## src/rtl/mmu_pkg.sv

```systemverilog
// ------------------------------------------------------------------
// mmu_pkg: shared types, address constants and decode helpers for
// the OAM DMA controller and its bus mux.           Rev 1.0
// ------------------------------------------------------------------
`default_nettype none

package mmu_pkg;

  typedef enum logic [1:0] {
    IDLE  = 2'd0,
    START = 2'd1,
    RD    = 2'd2,
    WR    = 2'd3
  } dma_state_t;

  localparam logic [15:0] HRAM_LO      = 16'hFF80;
  localparam logic [15:0] DMA_REG_ADDR = 16'hFF46;
  localparam logic [15:0] OAM_BASE     = 16'hFE00;
  localparam int unsigned XFER_LEN     = 160;
  localparam logic [7:0]  ECHO_LO      = 8'hE0;
  localparam logic [7:0]  ECHO_OFFSET  = 8'h20;

  function automatic logic is_hram(input logic [15:0] addr);
    return (addr >= HRAM_LO);
  endfunction

  // Source pages E0..FF alias the work RAM 0x20 pages lower.
  function automatic logic [7:0] echo_map(input logic [7:0] page);
    return (page >= ECHO_LO) ? (page - ECHO_OFFSET) : page;
  endfunction

endpackage

`default_nettype wire

```

## src/rtl/dma_bus_mux.sv

```systemverilog
// ------------------------------------------------------------------
// dma_bus_mux: combinational steering of CPU and DMA requests onto
// the mem_* and hram_* ports. Build option: DMA_BUS_LOCK_EN.  Rev 1.0
// ------------------------------------------------------------------
`default_nettype none

module dma_bus_mux
  import mmu_pkg::*;
#(
  parameter logic [15:0] REG_ADDR = 16'hFF46
) (
  input  logic        i_en,
  input  logic [15:0] i_cpu_addr,
  input  logic [7:0]  i_cpu_wdata,
  input  logic        i_cpu_rd,
  input  logic        i_cpu_wr,
  output logic [7:0]  o_cpu_rdata,
  input  logic        i_dma_busy,
  input  logic        i_dma_rd,
  input  logic        i_dma_wr,
  input  logic [15:0] i_dma_addr,
  input  logic [7:0]  i_dma_wdata,
  input  logic [7:0]  i_src_reg,
  output logic [15:0] o_mem_addr,
  output logic [7:0]  o_mem_wdata,
  output logic        o_mem_rd,
  output logic        o_mem_wr,
  input  logic [7:0]  i_mem_rdata,
  output logic [15:0] o_hram_addr,
  output logic [7:0]  o_hram_wdata,
  output logic        o_hram_rd,
  output logic        o_hram_wr,
  input  logic [7:0]  i_hram_rdata,
  output logic        o_reg_wr,
  output logic        o_conflict
);

  logic w_acc;
  logic w_hram_hit;
  logic w_reg_hit;
  logic w_other;
  logic w_cpu_to_mem;

  assign w_acc      = i_en && (i_cpu_rd || i_cpu_wr);
  assign w_hram_hit = is_hram(i_cpu_addr);
  assign w_reg_hit  = (i_cpu_addr == REG_ADDR);
  assign w_other    = w_acc && !w_hram_hit && !w_reg_hit;
  assign o_conflict = w_other && i_dma_busy;
  assign o_reg_wr   = i_en && i_cpu_wr && w_reg_hit;

`ifdef DMA_BUS_LOCK_EN
  assign w_cpu_to_mem = w_other && !i_dma_busy;
`else
  // The CPU owns mem_* whenever it asks; the controller stalls instead.
  assign w_cpu_to_mem = w_other;
`endif

  always_comb begin
    o_mem_addr  = 16'h0000;
    o_mem_wdata = 8'h00;
    o_mem_rd    = 1'b0;
    o_mem_wr    = 1'b0;
    if (w_cpu_to_mem) begin
      o_mem_addr  = i_cpu_addr;
      o_mem_wdata = i_cpu_wdata;
      o_mem_rd    = i_cpu_rd;
      o_mem_wr    = i_cpu_wr;
    end else if (i_en && (i_dma_rd || i_dma_wr)) begin
      o_mem_addr  = i_dma_addr;
      o_mem_wdata = i_dma_wr ? i_dma_wdata : 8'h00;
      o_mem_rd    = i_dma_rd;
      o_mem_wr    = i_dma_wr;
    end
  end

  always_comb begin
    o_hram_addr  = 16'h0000;
    o_hram_wdata = 8'h00;
    o_hram_rd    = 1'b0;
    o_hram_wr    = 1'b0;
    if (w_acc && w_hram_hit) begin
      o_hram_addr  = i_cpu_addr;
      o_hram_wdata = i_cpu_wdata;
      o_hram_rd    = i_cpu_rd;
      o_hram_wr    = i_cpu_wr;
    end
  end

  always_comb begin
    o_cpu_rdata = 8'hFF;
    if (i_en && i_cpu_rd) begin
      if (w_reg_hit) begin
        o_cpu_rdata = i_src_reg;
      end else if (w_hram_hit) begin
        o_cpu_rdata = i_hram_rdata;
      end else if (w_cpu_to_mem) begin
        o_cpu_rdata = i_mem_rdata;
      end
    end
  end

endmodule

`default_nettype wire

```

## src/rtl/oam_dma_ctrl.sv

```systemverilog
// ------------------------------------------------------------------
// oam_dma_ctrl: OAM DMA sequencer and CPU/DMA bus arbiter.
// Build option: DMA_BUS_LOCK_EN (DMA owns mem_* while busy). Rev 1.0
// ------------------------------------------------------------------
`default_nettype none

module oam_dma_ctrl #(
  parameter logic [15:0] DMA_REG_ADDR = 16'hFF46,
  parameter logic [15:0] OAM_BASE     = 16'hFE00,
  parameter int unsigned XFER_LEN     = 160
) (
  input  logic        clk,
  input  logic        reset_n,
  input  logic [15:0] cpu_addr,
  input  logic [7:0]  cpu_wdata,
  input  logic        cpu_read_en,
  input  logic        cpu_write_en,
  output logic [7:0]  cpu_rdata,
  output logic [15:0] mem_addr,
  output logic [7:0]  mem_wdata,
  output logic        mem_read_en,
  output logic        mem_write_en,
  input  logic [7:0]  mem_rdata,
  output logic [15:0] hram_addr,
  output logic [7:0]  hram_wdata,
  output logic        hram_read_en,
  output logic        hram_write_en,
  input  logic [7:0]  hram_rdata,
  output logic        dma_active
);

  import mmu_pkg::*;

  localparam logic [1:0] c_ST_IDLE  = IDLE;
  localparam logic [1:0] c_ST_START = START;
  localparam logic [1:0] c_ST_RD    = RD;
  localparam logic [1:0] c_ST_WR    = WR;
  localparam logic [7:0] c_LAST_IDX = 8'(XFER_LEN - 1);

  logic [1:0]  r_state;
  logic [1:0]  w_state_nxt;
  logic [7:0]  r_idx;
  logic [7:0]  w_idx_nxt;
  logic [7:0]  r_buf;
  logic [7:0]  r_src;
  logic        r_active;

  logic        w_trigger;
  logic        w_conflict;
  logic        w_stall;
  logic        w_busy;
  logic        w_dma_rd;
  logic        w_dma_wr;
  logic [7:0]  w_src_eff;
  logic [15:0] w_dma_addr;

`ifdef DMA_BUS_LOCK_EN
  logic w_conflict_unused;
  assign w_conflict_unused = w_conflict;
  assign w_stall           = 1'b0;
`else
  assign w_stall = w_conflict;
`endif

  assign w_busy     = (r_state != c_ST_IDLE);
  assign w_dma_rd   = (r_state == c_ST_RD) && !w_stall;
  assign w_dma_wr   = (r_state == c_ST_WR) && !w_stall;
  assign w_src_eff  = echo_map(r_src);
  assign w_dma_addr = (r_state == c_ST_WR) ? (OAM_BASE + {8'h00, r_idx})
                                           : {w_src_eff, r_idx};
  assign dma_active = r_active;

  // A trigger outranks everything, including the final write of a transfer.
  always_comb begin
    w_state_nxt = r_state;
    w_idx_nxt   = r_idx;
    if (w_trigger) begin
      w_state_nxt = c_ST_START;
      w_idx_nxt   = 8'h00;
    end else if (!w_stall) begin
      case (r_state)
        c_ST_START: w_state_nxt = c_ST_RD;
        c_ST_RD:    w_state_nxt = c_ST_WR;
        c_ST_WR: begin
          if (r_idx < c_LAST_IDX) begin
            w_state_nxt = c_ST_RD;
            w_idx_nxt   = r_idx + 8'h01;
          end else begin
            w_state_nxt = c_ST_IDLE;
            w_idx_nxt   = 8'h00;
          end
        end
        default: w_state_nxt = c_ST_IDLE;
      endcase
    end
  end

  always_ff @(posedge clk or negedge reset_n) begin
    if (!reset_n) begin
      r_state  <= c_ST_IDLE;
      r_idx    <= 8'h00;
      r_buf    <= 8'h00;
      r_src    <= 8'hFF;
      r_active <= 1'b0;
    end else begin
      r_state  <= w_state_nxt;
      r_idx    <= w_idx_nxt;
      r_active <= (w_state_nxt != c_ST_IDLE);
      if (w_trigger) begin
        r_src <= cpu_wdata;
      end
      if (w_dma_rd) begin
        r_buf <= mem_rdata;
      end
    end
  end

  dma_bus_mux #(
    .REG_ADDR (DMA_REG_ADDR)
  ) u_bus_mux (
    .i_en         (reset_n),
    .i_cpu_addr   (cpu_addr),
    .i_cpu_wdata  (cpu_wdata),
    .i_cpu_rd     (cpu_read_en),
    .i_cpu_wr     (cpu_write_en),
    .o_cpu_rdata  (cpu_rdata),
    .i_dma_busy   (w_busy),
    .i_dma_rd     (w_dma_rd),
    .i_dma_wr     (w_dma_wr),
    .i_dma_addr   (w_dma_addr),
    .i_dma_wdata  (r_buf),
    .i_src_reg    (r_src),
    .o_mem_addr   (mem_addr),
    .o_mem_wdata  (mem_wdata),
    .o_mem_rd     (mem_read_en),
    .o_mem_wr     (mem_write_en),
    .i_mem_rdata  (mem_rdata),
    .o_hram_addr  (hram_addr),
    .o_hram_wdata (hram_wdata),
    .o_hram_rd    (hram_read_en),
    .o_hram_wr    (hram_write_en),
    .i_hram_rdata (hram_rdata),
    .o_reg_wr     (w_trigger),
    .o_conflict   (w_conflict)
  );

endmodule

`default_nettype wire

```

## config.mk

```make
export PLATFORM = sky130hd
export DESIGN_NAME = oam_dma_ctrl
export DESIGN_NICKNAME = d
export VERILOG_FILES = /design/src/rtl/mmu_pkg.sv /design/src/rtl/dma_bus_mux.sv /design/src/rtl/oam_dma_ctrl.sv
export SDC_FILE = /design/constraint.sdc
export NUM_CORES = 1
export LEC_CHECK = 0
export BUFFER_PORTS_ARGS = -buffer_cell sky130_fd_sc_hd__buf_2
export CORE_MARGIN = 2
export CORE_UTILIZATION = 46
export CTS_CLUSTER_DIAMETER = 30
export CTS_CLUSTER_SIZE = 24
export DETAILED_ROUTE_END_ITERATION = 10
export GPL_TIMING_DRIVEN = 0
export PLACE_DENSITY = 0.8
export SETUP_SLACK_MARGIN = 0.15
export SYNTH_ARGS = -nofsm -noshare
export SYNTH_HDL_FRONTEND = slang
export SYNTH_SLANG_ARGS = --single-unit
```

## constraint.sdc

```tcl
create_clock -name clk -period 4.1 [get_ports clk]
set_input_delay 1.23 -clock clk [delete_from_list [all_inputs] [get_ports clk]]
set_output_delay 1.23 -clock clk [all_outputs]
set_load 0.05 [all_outputs]
```

# Word level (Yosys, flattened, before mapping)
# Index checks and enable logic that the tools add are counted.
[word_totals]
wordCells = 63
ff_bits = 27
[op_classes]
add_sub_neg = 3
n_eq_ne = 5
n_mux = 27
magnitude_cmp = 3
n_reduce_logical = 20
[op_table]
columns = ["op", "n"]
rows = [
  ["two-way mux 8 bit", 13],
  ["two-way mux 16 bit", 4],
  ["== test 16 bit (second input constant)", 1],
  [">= comparator 16 bit (second input constant)", 1],
  ["adder 10 x 9 -> 11 bit (first input constant)", 1],
  ["logical AND 1 bit", 11],
  ["adder 8 x 1 -> 8 bit (second input constant)", 1],
  [">= comparator 8 bit (second input constant)", 1],
  ["< comparator 8 bit (second input constant)", 1],
  ["subtractor 8 x 6 -> 8 bit (second input constant)", 1],
  ["two-way mux 1 bit", 6],
  ["two-way mux 2 bit", 3],
  ["one-hot mux 2 bit (3 select lines)", 1],
  ["nonzero test 2 bit", 3],
  ["== test 2 bit (second input constant)", 2],
  ["logical NOT 1 bit", 3],
  ["== test 2 x 1 -> 1 bit (second input constant)", 1],
  ["logical OR 1 bit", 2],
  ["inequality test 2 x 1 -> 1 bit (second input constant)", 1],
  ["AND reduction 2 bit", 1],
]

# Logic depth before layout (Yosys ltp)
# Gate-level depths: netlist of run 1.
[logic_depth]
word_depth = 11
depth_mapped = 8

# By module
# From an unflattened synthesis of run 1, not the netlist that was laid out.
[unflattened]
hier_cells = 272
area_unflattened_um2 = 2260.9
[modules_own_cells]
columns = ["module", "area_each_um2", "instances", "seq_area_each_um2", "cells_per_inst"]
rows = [
  ["oam_dma_ctrl", 1293.7, 1, 685.7, 120],
  ["dma_bus_mux", 967.2, 1, 0.0, 152],
]

# Least setup slack after synthesis of run 1
# OpenSTA, ideal clock, no wires.
[synth_path]
kind = "input port to output port"
start = "input cpu_addr[3]"
end = "output cpu_rdata[5]"
arrival_time_ns = 3.852
path_slack_ns = -0.982
t_required_ns = 2.870
cell_stages = 5
cell_sequence = "and4bb_2 and4bb_1 buf_4 clkbuf_1 o311ai_0"
[synth_via]
elab_chain_len = 8
elab_cells_between_ends = 10
cone_classes = "1 x order compare; 1 x eq/ne; 4 x mux; 4 x reduce/logical"
[synth_lines]
columns = ["element", "line", "text"]
rows = [
  ["start, declared", "oam_dma_ctrl.sv:14", "input logic [15:0] cpu_addr,"],
  [">= comparator 16 bit", "mmu_pkg.sv:24", "return (addr >= HRAM_LO);"],
  ["logical NOT 1 bit", "dma_bus_mux.sv:47", "assign w_other = w_acc && !w_hram_hit && !w_reg_hit;"],
  ["logical AND 1 bit (2 in series)", "dma_bus_mux.sv:47", ""],
  ["two-way mux 8 bit", "dma_bus_mux.sv:96", "end else if (w_cpu_to_mem) begin"],
  ["two-way mux 8 bit", "dma_bus_mux.sv:94", "end else if (w_hram_hit) begin"],
  ["two-way mux 8 bit *", "dma_bus_mux.sv:92", "if (w_reg_hit) begin"],
  ["two-way mux 8 bit *", "dma_bus_mux.sv:91", "if (i_en && i_cpu_rd) begin"],
  ["end, declared", "oam_dma_ctrl.sv:18", "output logic [7:0] cpu_rdata,"],
]
# Every way passes the cells marked *; elsewhere a longest branch is shown, timed or not.

# Worst setup path in the final report of run 1
[layout_path]
start = "input cpu_addr[8]"
end = "output mem_addr[11]"
[layout_via]
elab_chain_len = 11
elab_cells_between_ends = 14
cone_classes = "1 x order compare; 1 x eq/ne; 2 x mux; 10 x reduce/logical"
[layout_lines]
columns = ["element", "line", "text"]
rows = [
  [">= comparator 16 bit", "mmu_pkg.sv:24", ""],
  ["logical NOT 1 bit", "dma_bus_mux.sv:47", ""],
  ["logical AND 1 bit", "dma_bus_mux.sv:47", ""],
  ["logical AND 1 bit *", "dma_bus_mux.sv:47", ""],
  ["logical AND 1 bit", "dma_bus_mux.sv:48", "assign o_conflict = w_other && i_dma_busy;"],
  ["logical NOT 1 bit", "--", ""],
  ["logical AND 1 bit (on tied branches)", "oam_dma_ctrl.sv:66, oam_dma_ctrl.sv:67", ""],
  ["logical OR 1 bit", "dma_bus_mux.sv:68", "end else if (i_en && (i_dma_rd || i_dma_wr)) begin"],
  ["logical AND 1 bit", "dma_bus_mux.sv:68", ""],
  ["two-way mux 16 bit", "dma_bus_mux.sv:68", ""],
  ["two-way mux 16 bit *", "dma_bus_mux.sv:63", "if (w_cpu_to_mem) begin"],
  ["end, declared", "oam_dma_ctrl.sv:19", "output logic [15:0] mem_addr,"],
]
# Marks and branches as above.

==> results.py, run 1 <==
metrics = {
    "grt": {
        "antenna_found_initial": 0,
        "use_met1": 0.4384,
        "use_met3": 0.05204,
        "grt_pass1_vias": 2555,
        "grt_max_degree": 36,
        "grt_pass1_wl_um": 12700,
        "grtUsageTotal": 0.3187,
        "busiest_layer": "met2",
        "grt.overflow.total": 0,
        "use_met2": 0.4990,
    },
    "route": {
        "drtIter0Drc": 417,
        "vias": 2945,
        "drt-total-wl_um": 9754,
        "drc": 0,
        "firstDrtPassIters": 6,
        "wl_per_cell_um": 21.72,
        "ant_nets": 0,
        "avgViaCountPerCell": 6.559,
    },
    "logic_synthesis": {
        "synth-main-ff-cell": "dfrtp_1",
        "async_flop_share": 1.000,
        "ys.warnings.count": 0,
        "synth_mux_area_frac": 0.04824,
        "postSynthAreaPerCell_um2": 7.752,
        "seq_area_frac_synth": 0.3264,
        "synthSimpleGateAreaFrac": 0.3264,
        "synthAdderAreaFrac": 0.01191,
        "syn_area_um2": 2101,
        "syn-instance-count": 271,
        "synth_edf_count": 0,
        "synth_fp_nets": 317,
        "synth_compound_area_frac": 0.2365,
        "synthXorXnorAreaFrac": 0,
        "synth_top_family_by_area": "simple AND/OR/NAND/NOR gates",
        "ys_types": 41,
        "synth_seq_cells": 27,
    },
    "setup_path": {
        "crit_type": "in -> out",
        "cp_max_fo": 10,
        "endpoint_kind": "primary output",
        "worstPathArrival_ps": 2810,
        "startpoint_type": "input port",
        "worstPathRequired_ps": 2870,
    },
    "cells_and_area": {
        "stdcell_count": 449,
        "n_antenna_cell": 0,
        "nFillCells": 252,
        "areaGrowthSynthToFinish_pct": 73.02,
        "final_nets": 444,
        "fin_area_um2": 3635,
        "final_util": 0.8291,
        "drive_gt1_frac": 0.5743,
    },
    "cts": {
        "clk_pin_slew_ps": 110,
        "clkSinkCount": 27,
        "cts_buffers": 3,
        "cts_tree": "yes",
        "cts_root_buf": "clkbuf_8",
        "clk_path_buf_depth": 2,
        "insertion_delay_ps": 290,
        "htree_levels": 1,
    },
    "power": {
        "power_density_nw_per_um2": 347.6,
        "p_leak_nw": 1.662,
        "finalPower_mw": 1.264,
        "ir_worst_vdd_mv": 0.2788,
    },
    "sta": {
        "finalSetupTns_ps": 0,
        "tightest_slew_ps": 563.6,
        "setup_violations": 0,
        "setup_ws_ps": 64.30,
        "fmaxAchievable_mhz": 247.8,
        "grt_setup_unrepaired": "yes",
        "finalHoldViolCount": 0,
        "finClkSkew_ps": 9.799,
        "slew_violations": 0,
        "holdWs_ps": 479.2,
        "finalCriticalPeriod_ps": 4036,
        "fin_crit_sh": 0.9843,
        "maxSlewHeadroom": 0.6239,
    },
    "status": {
        "status": "finished, final reports clean",
    },
    "floorplanning": {
        "initial_utilization": 0.4792,
        "dieArea_um2": 5124,
        "row_count": 24,
        "dieHeight_um": 71.58,
        "dieWidth_um": 71.58,
        "coreArea_um2": 4384,
        "ios": 105,
    },
    "placed_design": {
        "pre_cts_ws_ps": -857.2,
        "gp_congestion": 0.9694,
        "dp_hpwl_um": 5495,
        "io_buffers": 104,
        "placed_cell_area_um2": 2870,
        "dp_cells": 427,
    },
    "run": {
        "cap_violations": 0,
    },
    "hold_path": {
        "min_path_type": "reg -> reg",
    },
}
## layout by cell type, fill, tap and decap left out, types with 4 or more instances in the layout
master,n
dfstp_2,8
a21oi_1,8
nand2_2,7
and2_2,9
inv_1,4
buf_6,43
mux2_2,9
clkbuf_1,4
dfrtp_1,19
nand3_1,7
and2_1,9
nand2_1,53
a22o_2,7
and3_1,4
o311ai_4,5
a22o_1,4
buf_4,31
nor2_1,15
nor3_1,9
o21ai_4,4
o21ai_2,9
buf_2,56
clkbuf_8,4
nor2_2,5
o21ai_0,11
## metal layers
layer  up-vias  wire, um
li1       1225         -
met5         -         0
met1      1372      3471
met3        58      1087
met4         0       487
met2       290      4707
## layout make-up
| class | count | area (um2) | area share |
|---|---|---|---|
| buffer | 20 | 181.4 | 0.04991 |
| clock buffer | 4 | 45.04 | 0.01239 |
| inverter | 4 | 15.01 | 0.004131 |
| multi-input combinational | 220 | 1689 | 0.4647 |
| sequential | 27 | 685.7 | 0.1886 |
| tap | 52 | 65.06 | 0.01790 |
| timing repair buffer | 122 | 953.4 | 0.2623 |
## critical path, stage by stage
cell	delay, ps
buf_6	70
nand4_1	250
nor2_4	300
buf_6	160
o2bb2ai_4	100
buf_6	150
buf_6	150
nand2_1	130
o21ai_4	80
buf_6	160
## repair_timing
item                                    in CTS  in global routing
setup buffers                                8                  7
pin swaps                                    5                 13
gates cloned                                 0                  3
hold buffers                                 0                  0
hold endpoints to repair                     0                  0
resized for setup                           87                 75
endpoints found under the setup margin      59                 45
## synth_stat cells (2+ instances only)
cell      count  area [um2]
nand2_1      61       229.0
o21ai_0      25       125.1
nor2_1       23       86.33
and2_1       19       118.9
dfrtp_1      19       475.5
a22o_1       12       105.1
nor3_1       11       55.05
clkbuf_1     10       37.54
mux2_2        9       101.4
a21oi_1       8       40.04
dfstp_2       8       210.2
o311ai_0      8       70.07
buf_2         7       35.03
nand3_1       7       35.03
and3_1        5       31.28
o31ai_1       5       37.54
inv_1         4       15.01
nand4_1       3       18.77
a221o_1       2       20.02
buf_4         2       15.01
ha_1          2       25.02
nor3b_1       2       15.01
## logic make-up after synthesis
group	Yosys count
AOI/OAI and AO/OA	70
muxes	9
and+or+nand+nor	139
adders and majority gates	2
buffers and inverters	24
DFF	27
## where the power goes
group          internal (mW)  total (mW)  switching (mW)
clock                 0.0702       0.167          0.0969
combinational          0.269       0.698           0.429
sequential             0.332       0.399          0.0670
total                  0.671        1.26           0.593
## registers in the layout (all words and copies together), names as in the netlist
signal	count
dma_active	1
r_src	8
r_state	2
r_buf	8
r_idx	8
## path summary, 6_finish.rpt
path                       cells past startpoint   startpoint  slack, ps      endpoint
max in group asynchronous                      1      reset_n       3080      r_src[5]
setup reg to reg                               6     r_idx[0]       1900      r_idx[6]
min in group asynchronous                      1      reset_n        760      r_idx[1]
setup / recovery                              10  cpu_addr[8]         60  mem_addr[11]
hold / removal                                 2     r_src[3]        480      r_src[3]
hold reg to reg                                2     r_src[3]        480      r_src[3]
Note: power is estimated with default switching activity, not from simulation.
==> run 2, diff against run 1 <==
CORE_UTILIZATION = 47   (was 46)
SYNTH_HIERARCHICAL = 1   (was unset)
==> results.py, run 2 <==
metrics = {
    "logic_synthesis": {
        "syn-instance-count": 272,
        "synth_fp_nets": 318,
        "synth_area_leaders": "dfrtp_1 21%, mux2_2 9.5%, dfstp_2 9.3%",
        "synth_edf_count": 0,
        "synth_seq_cells": 27,
        "async_flop_share": 1.000,
        "ys.warnings.count": 6,
        "yosys.area.top_type": "dfrtp_1",
        "seq_area_frac_synth": 0.3033,
        "syn_area_um2": 2261,
        "synth-main-ff-cell": "dfrtp_1",
        "yosysMostFrequentCell": "nand2_1",
        "synth_common_cells": "36 x nand2_1, 23 x inv_1, 20 x nor2_1",
        "synth_top_area_share": 0.2103,
        "ys_types": 47,
        "postSynthAreaPerCell_um2": 8.312,
    },
    "setup_path": {
        "worstPathArrival_ps": 3490,
        "startpoint_type": "input port",
        "endpoint_kind": "primary output",
        "cp_max_fo": 5,
        "worstPathRequired_ps": 2870,
        "crit_type": "in -> out",
    },
    "cells_and_area": {
        "reg_top3": "r_buf x8, r_idx x8, r_src x8",
        "n_antenna_cell": 0,
        "final_cell_mix": "61 x buf_2, 32 x buf_6, 22 x inv_1, 21 x buf_4, 19 x dfrtp_1",
        "drive_gt1_frac": 0.6139,
        "areaGrowthSynthToFinish_pct": 76.43,
        "final_nets": 451,
        "final_common_cell": "buf_2",
        "stdcell_count": 458,
        "fin_area_um2": 3989,
    },
    "cts": {
        "clkSinkCount": 27,
        "cts_tree": "yes",
        "cts.hold.buffers_added": 0,
        "htree_levels": 1,
        "clk_pin_slew_ps": 100,
        "clk_path_buf_depth": 2,
        "cts_root_buf": "clkbuf_8",
        "insertion_delay_ps": 270,
        "cts_buffers": 3,
    },
    "route": {
        "avgViaCountPerCell": 5.985,
        "firstDrtPassIters": 5,
        "drt-total-wl_um": 8707,
        "vias": 2741,
        "ant_nets": 0,
        "drc": 0,
        "wl_per_cell_um": 19.01,
        "drtIter0Drc": 232,
    },
    "floorplanning": {
        "row_count": 25,
        "dieWidth_um": 73.36,
        "coreArea_um2": 4692,
        "initial_utilization": 0.4819,
        "dieArea_um2": 5381,
        "ios": 105,
        "dieHeight_um": 73.36,
    },
    "status": {
        "violations": "setup timing",
        "status": "finished with violations",
    },
    "placed_design": {
        "gp_congestion": 0.8952,
        "dp_cells": 430,
        "io_buffers": 104,
        "placed_cell_area_um2": 3266,
        "dp_hpwl_um": 5368,
    },
    "sta": {
        "setup_violations": 26,
        "finalCriticalPeriod_ps": 4724,
        "tightest_slew_ps": 570.2,
        "fmaxAchievable_mhz": 211.7,
        "grt_setup_unrepaired": "yes",
        "finalSetupTns_ps": -14440,
        "fin_crit_sh": 1.152,
        "maxSlewHeadroom": 0.6159,
        "finClkSkew_ps": 4.195,
        "setup_ws_ps": -624.1,
        "slew_violations": 0,
        "finalHoldViolCount": 0,
    },
    "power": {
        "p_leak_nw": 1.982,
        "power_density_nw_per_um2": 300.2,
        "ir_worst_vdd_mv": 0.2499,
    },
    "grt": {
        "grtUsageTotal": 0.2867,
        "grt.overflow.total": 0,
        "grt_pass1_vias": 2421,
        "grt_max_degree": 34,
        "grt_pass1_wl_um": 11990,
        "antenna_found_initial": 0,
    },
    "hold_path": {
        "min_path_type": "reg -> reg",
    },
    "run": {
        "cap_violations": 0,
    },
}
run 2: cell count changes after synthesis, moves of 9 or more:
cell     delta
a22o_1     -11
and2_1      -9
inv_1      +19
mux2_2     +10
mux2i_1    +16
nand2_1    -25
o21ai_0    -10
o22ai_1     +9
run 2: worst paths after layout:
kind                        startpoint     endpoint  slack [ps]  cells after the start
setup / recovery           cpu_addr[5]  mem_addr[7]        -620                     16
hold / removal                r_buf[0]     r_buf[0]         520                      1
setup reg to reg            r_state[0]     r_buf[5]        1890                      9
hold reg to reg               r_buf[0]     r_buf[0]         520                      1
max in group asynchronous      reset_n     r_src[6]        3080                      1
min in group asynchronous      reset_n     r_buf[6]         770                      1
run 2: through the flow:
step | total power, mW | util | setup slack [ps] | hold WS, ps
after global placement | 0.8556 | 0.6960 | -1120 | 481.8
after floorplan | 0.7533 | - | -484.9 | 473.3
after global routing | 1.247 | 0.8501 | -644.2 | 540.8
after detailed placement | 0.8698 | 0.6960 | -1158 | 493.7
final | 1.198 | 0.8501 | -624.1 | 516.7
after CTS | 1.144 | 0.8000 | -482.1 | 514.5
run 2: logic make-up after synthesis:
group / after synthesis / share of synthesized area
buffers and inverters: 40 / 0.09020
AO/OA/AOI/OAI: 54 / 0.1500
multiplexers: 38 / 0.1854
flip-flops: 27 / 0.3033
adder cells (fa/ha/maj): 2 / 0.01107
AND/OR/NAND/NOR: 111 / 0.2601
run 2: area by class of cell:
cell class | instances | area [um2]
clock buffer | 4 | 45.04
sequential | 27 | 685.7
tap | 54 | 67.56
buffer | 17 | 178.9
multi-input combinational | 205 | 1864
fill | 238 | 703.2
timing repair buffer | 128 | 1059
inverter | 23 | 88.84
run 2: critical path, stage by stage:
cell and delay, ps:
buf_6 100, nor4b_4 360, a21oi_2 130, o21bai_2 140
buf_6 120, buf_12 90, nor2_4 40, nor3b_2 250
buf_6 170, nor2_4 40, nor2_4 170, buf_6 150
buf_16 130, nand2_4 50, mux2i_4 150, buf_6 180
run 2: power by group:
part           switching (mW)  internal (mW)  total [mW]
Sequential             0.0583          0.316       0.374
Combinational           0.360          0.306       0.666
Clock                  0.0880         0.0697       0.158
Total                   0.506          0.691        1.20
run 2: repair_timing:
action | 4_1_cts | 5_1_grt
setup buffers | 15 | 8
pin swaps | 8 | 3
resized for setup | 88 | 45
setup endpoints to repair | 54 | 44
gates cloned | 1 | 0
run 2: layer usage:
layer / vias to the layer above / track usage / wire [um]
li1: 1227 / - / -
met1: 1318 / 0.4078 / 3492
met2: 176 / 0.4765 / 4265
met3: 20 / 0.03292 / 773
met4: 0 / 0.05253 / 176
met5: - / 0 / 0
==> run 3, diff against run 2 <==
BUFFER_PORTS_ARGS = -buffer_cell sky130_fd_sc_hd__buf_4   (was -buffer_cell sky130_fd_sc_hd__buf_2)
GPL_ROUTABILITY_DRIVEN = 0   (was unset)
==> results.py, run 3 (synthesis results as in run 2) <==
metrics = {
    "status": {
        "status": "finished with violations",
        "violations": "setup timing",
    },
    "cts": {
        "clk_path_buf_depth": 2,
        "insertion_delay_ps": 270,
        "cts.hold.buffers_added": 0,
        "cts_tree": "yes",
        "htree_levels": 1,
        "clkSinkCount": 27,
        "cts_root_buf": "clkbuf_8",
        "cts_buffers": 3,
        "clk_pin_slew_ps": 100,
    },
    "cells_and_area": {
        "final_cell_mix": "83 x buf_4, 40 x buf_6, 22 x inv_1, 21 x nand2_1",
        "n_antenna_cell": 0,
        "final_common_cell": "buf_4",
        "regArea_um2": 685.7,
        "multi_input_comb_area_um2": 1780,
        "nFillCells": 278,
        "fin_area_um2": 3964,
        "drive_gt1_frac": 0.5879,
        "reg_top3": "r_buf x8, r_idx x8, r_src x8",
        "areaGrowthSynthToFinish_pct": 75.32,
        "final_nets": 445,
    },
    "grt": {
        "antenna_found_initial": 0,
        "grt_pass1_vias": 2411,
        "grt_pass1_wl_um": 12330,
        "grt.overflow.total": 0,
        "grtUsageTotal": 0.3005,
        "grt_max_degree": 34,
    },
    "setup_path": {
        "r2r_end": "r_buf[2]",
        "endpoint_kind": "primary output",
        "reg2reg_depth": 9,
        "reg2reg_from": "r_state[0]",
        "worstPathRequired_ps": 2870,
        "endpoint": "mem_addr[14]",
        "crit_start": "cpu_addr[5]",
        "cp_max_fo": 5,
        "crit_type": "in -> out",
        "startpoint_type": "input port",
        "rrSetupSlack_ps": 2050,
        "worstPathArrival_ps": 3370,
    },
    "run": {
        "cap_violations": 0,
    },
    "sta": {
        "maxSlewHeadroom": 0.6420,
        "finalCriticalPeriod_ps": 4601,
        "finClkSkew_ps": 3.090,
        "setup_ws_ps": -500.7,
        "fmaxAchievable_mhz": 217.4,
        "finalHoldViolCount": 0,
        "fin_crit_sh": 1.122,
        "slew_violations": 0,
        "grt_setup_unrepaired": "yes",
        "setup_violations": 26,
        "tightest_slew_ps": 531.3,
    },
    "route": {
        "drc": 0,
        "ant_nets": 0,
        "drt-total-wl_um": 7915,
        "drtIter0Drc": 147,
        "avgViaCountPerCell": 5.628,
        "wl_per_cell_um": 17.51,
        "vias": 2544,
        "firstDrtPassIters": 4,
    },
    "floorplanning": {
        "row_count": 25,
        "initial_utilization": 0.4819,
        "coreArea_um2": 4692,
        "dieWidth_um": 73.36,
        "dieHeight_um": 73.36,
        "dieArea_um2": 5381,
        "ios": 105,
    },
    "placed_design": {
        "placed_cell_area_um2": 3526,
        "io_buffers": 104,
        "dp_hpwl_um": 5694,
    },
    "hold_path": {
        "hp-start": "r_buf[5]",
        "holdPathStages": 1,
        "min_path_type": "reg -> reg",
    },
    "power": {
        "power_density_nw_per_um2": 290.7,
        "ir_worst_vdd_mv": 0.2898,
        "p_leak_nw": 1.914,
        "finalPower_mw": 1.152,
    },
}
run 3: changes by cell type in the layout (fill, tap and decap cells not counted), sizes merged:
cell    previous run  this run
buf              131       137
clkinv             0         1
clkbuf            18         5
run 3: layout make-up:
class / count / share of cell area
Multi-Input combinational cell: 205 / 0.4492
Buffer: 17 / 0.04230
Sequential cell: 27 / 0.1730
Tap cell: 54 / 0.01705
Inverter: 23 / 0.02241
Clock buffer: 3 / 0.01042
Clock inverter: 1 / 0.001263
Timing Repair Buffer: 122 / 0.2844
run 3: what timing repair did:
item	4_1_cts	5_1_grt
endpoints found under the setup margin	44	44
cloned	1	0
pin swaps	8	2
gates resized for setup	39	22
setup buffers	10	7
run 3: where the power goes:
| part | switching, mW | internal [mW] | leakage, nW | total [mW] |
|---|---|---|---|---|
| logic | 0.345 | 0.287 | 1.59 | 0.632 |
| registers | 0.0490 | 0.316 | 0.302 | 0.365 |
| clock network | 0.0865 | 0.0682 | 0.0255 | 0.155 |
| total | 0.481 | 0.671 | 1.91 | 1.15 |
run 3: routing by layer:
| layer | track usage | wire length (um) | up-vias |
|---|---|---|---|
| li1 | - | - | 1201 |
| met1 | 0.4130 | 3314 | 1224 |
| met2 | 0.5085 | 3949 | 110 |
| met3 | 0.03155 | 571 | 9 |
| met4 | 0.07475 | 80 | 0 |
| met5 | 0 | 0 | - |
run 3: worst min-delay path by stage:
stage                to  slack (ps)
6_report       r_buf[5]         510
5_1_grt        r_buf[5]         530
4_1_cts        r_buf[6]         510
3_5_place_dp   r_buf[6]         490
3_3_place_gp   r_buf[3]         480
2_1_floorplan  r_buf[0]         470
run 3: worst max-delay path, cell delays in order:
cell and delay, ps:
buf_8 100, nor4b_4 360, a21oi_2 120, o21bai_2 130, buf_6 120, buf_12 90
nor2_4 40, nand3b_1 220, inv_4 120, nor2_4 50, nor2_4 120, buf_12 140
buf_12 130, nand2_4 60, mux2i_4 160, buf_6 180
run 3: through the flow:
stage / instances / setup TNS [ps] / hold slack (ps) / utilization / setup slack (ps)
2_1_floorplan: 272 / -7720 / 473.3 / - / -484.9
3_3_place_gp: 430 / -20680 / 482.0 / 0.7515 / -968.6
3_5_place_dp: 430 / -21470 / 489.5 / 0.7515 / -999.6
4_1_cts: 445 / -10390 / 512.1 / 0.8165 / -466.4
5_1_grt: 452 / -13990 / 530.5 / 0.8448 / -585.6
6_report: 452 / -11800 / 513.0 / 0.8448 / -500.7
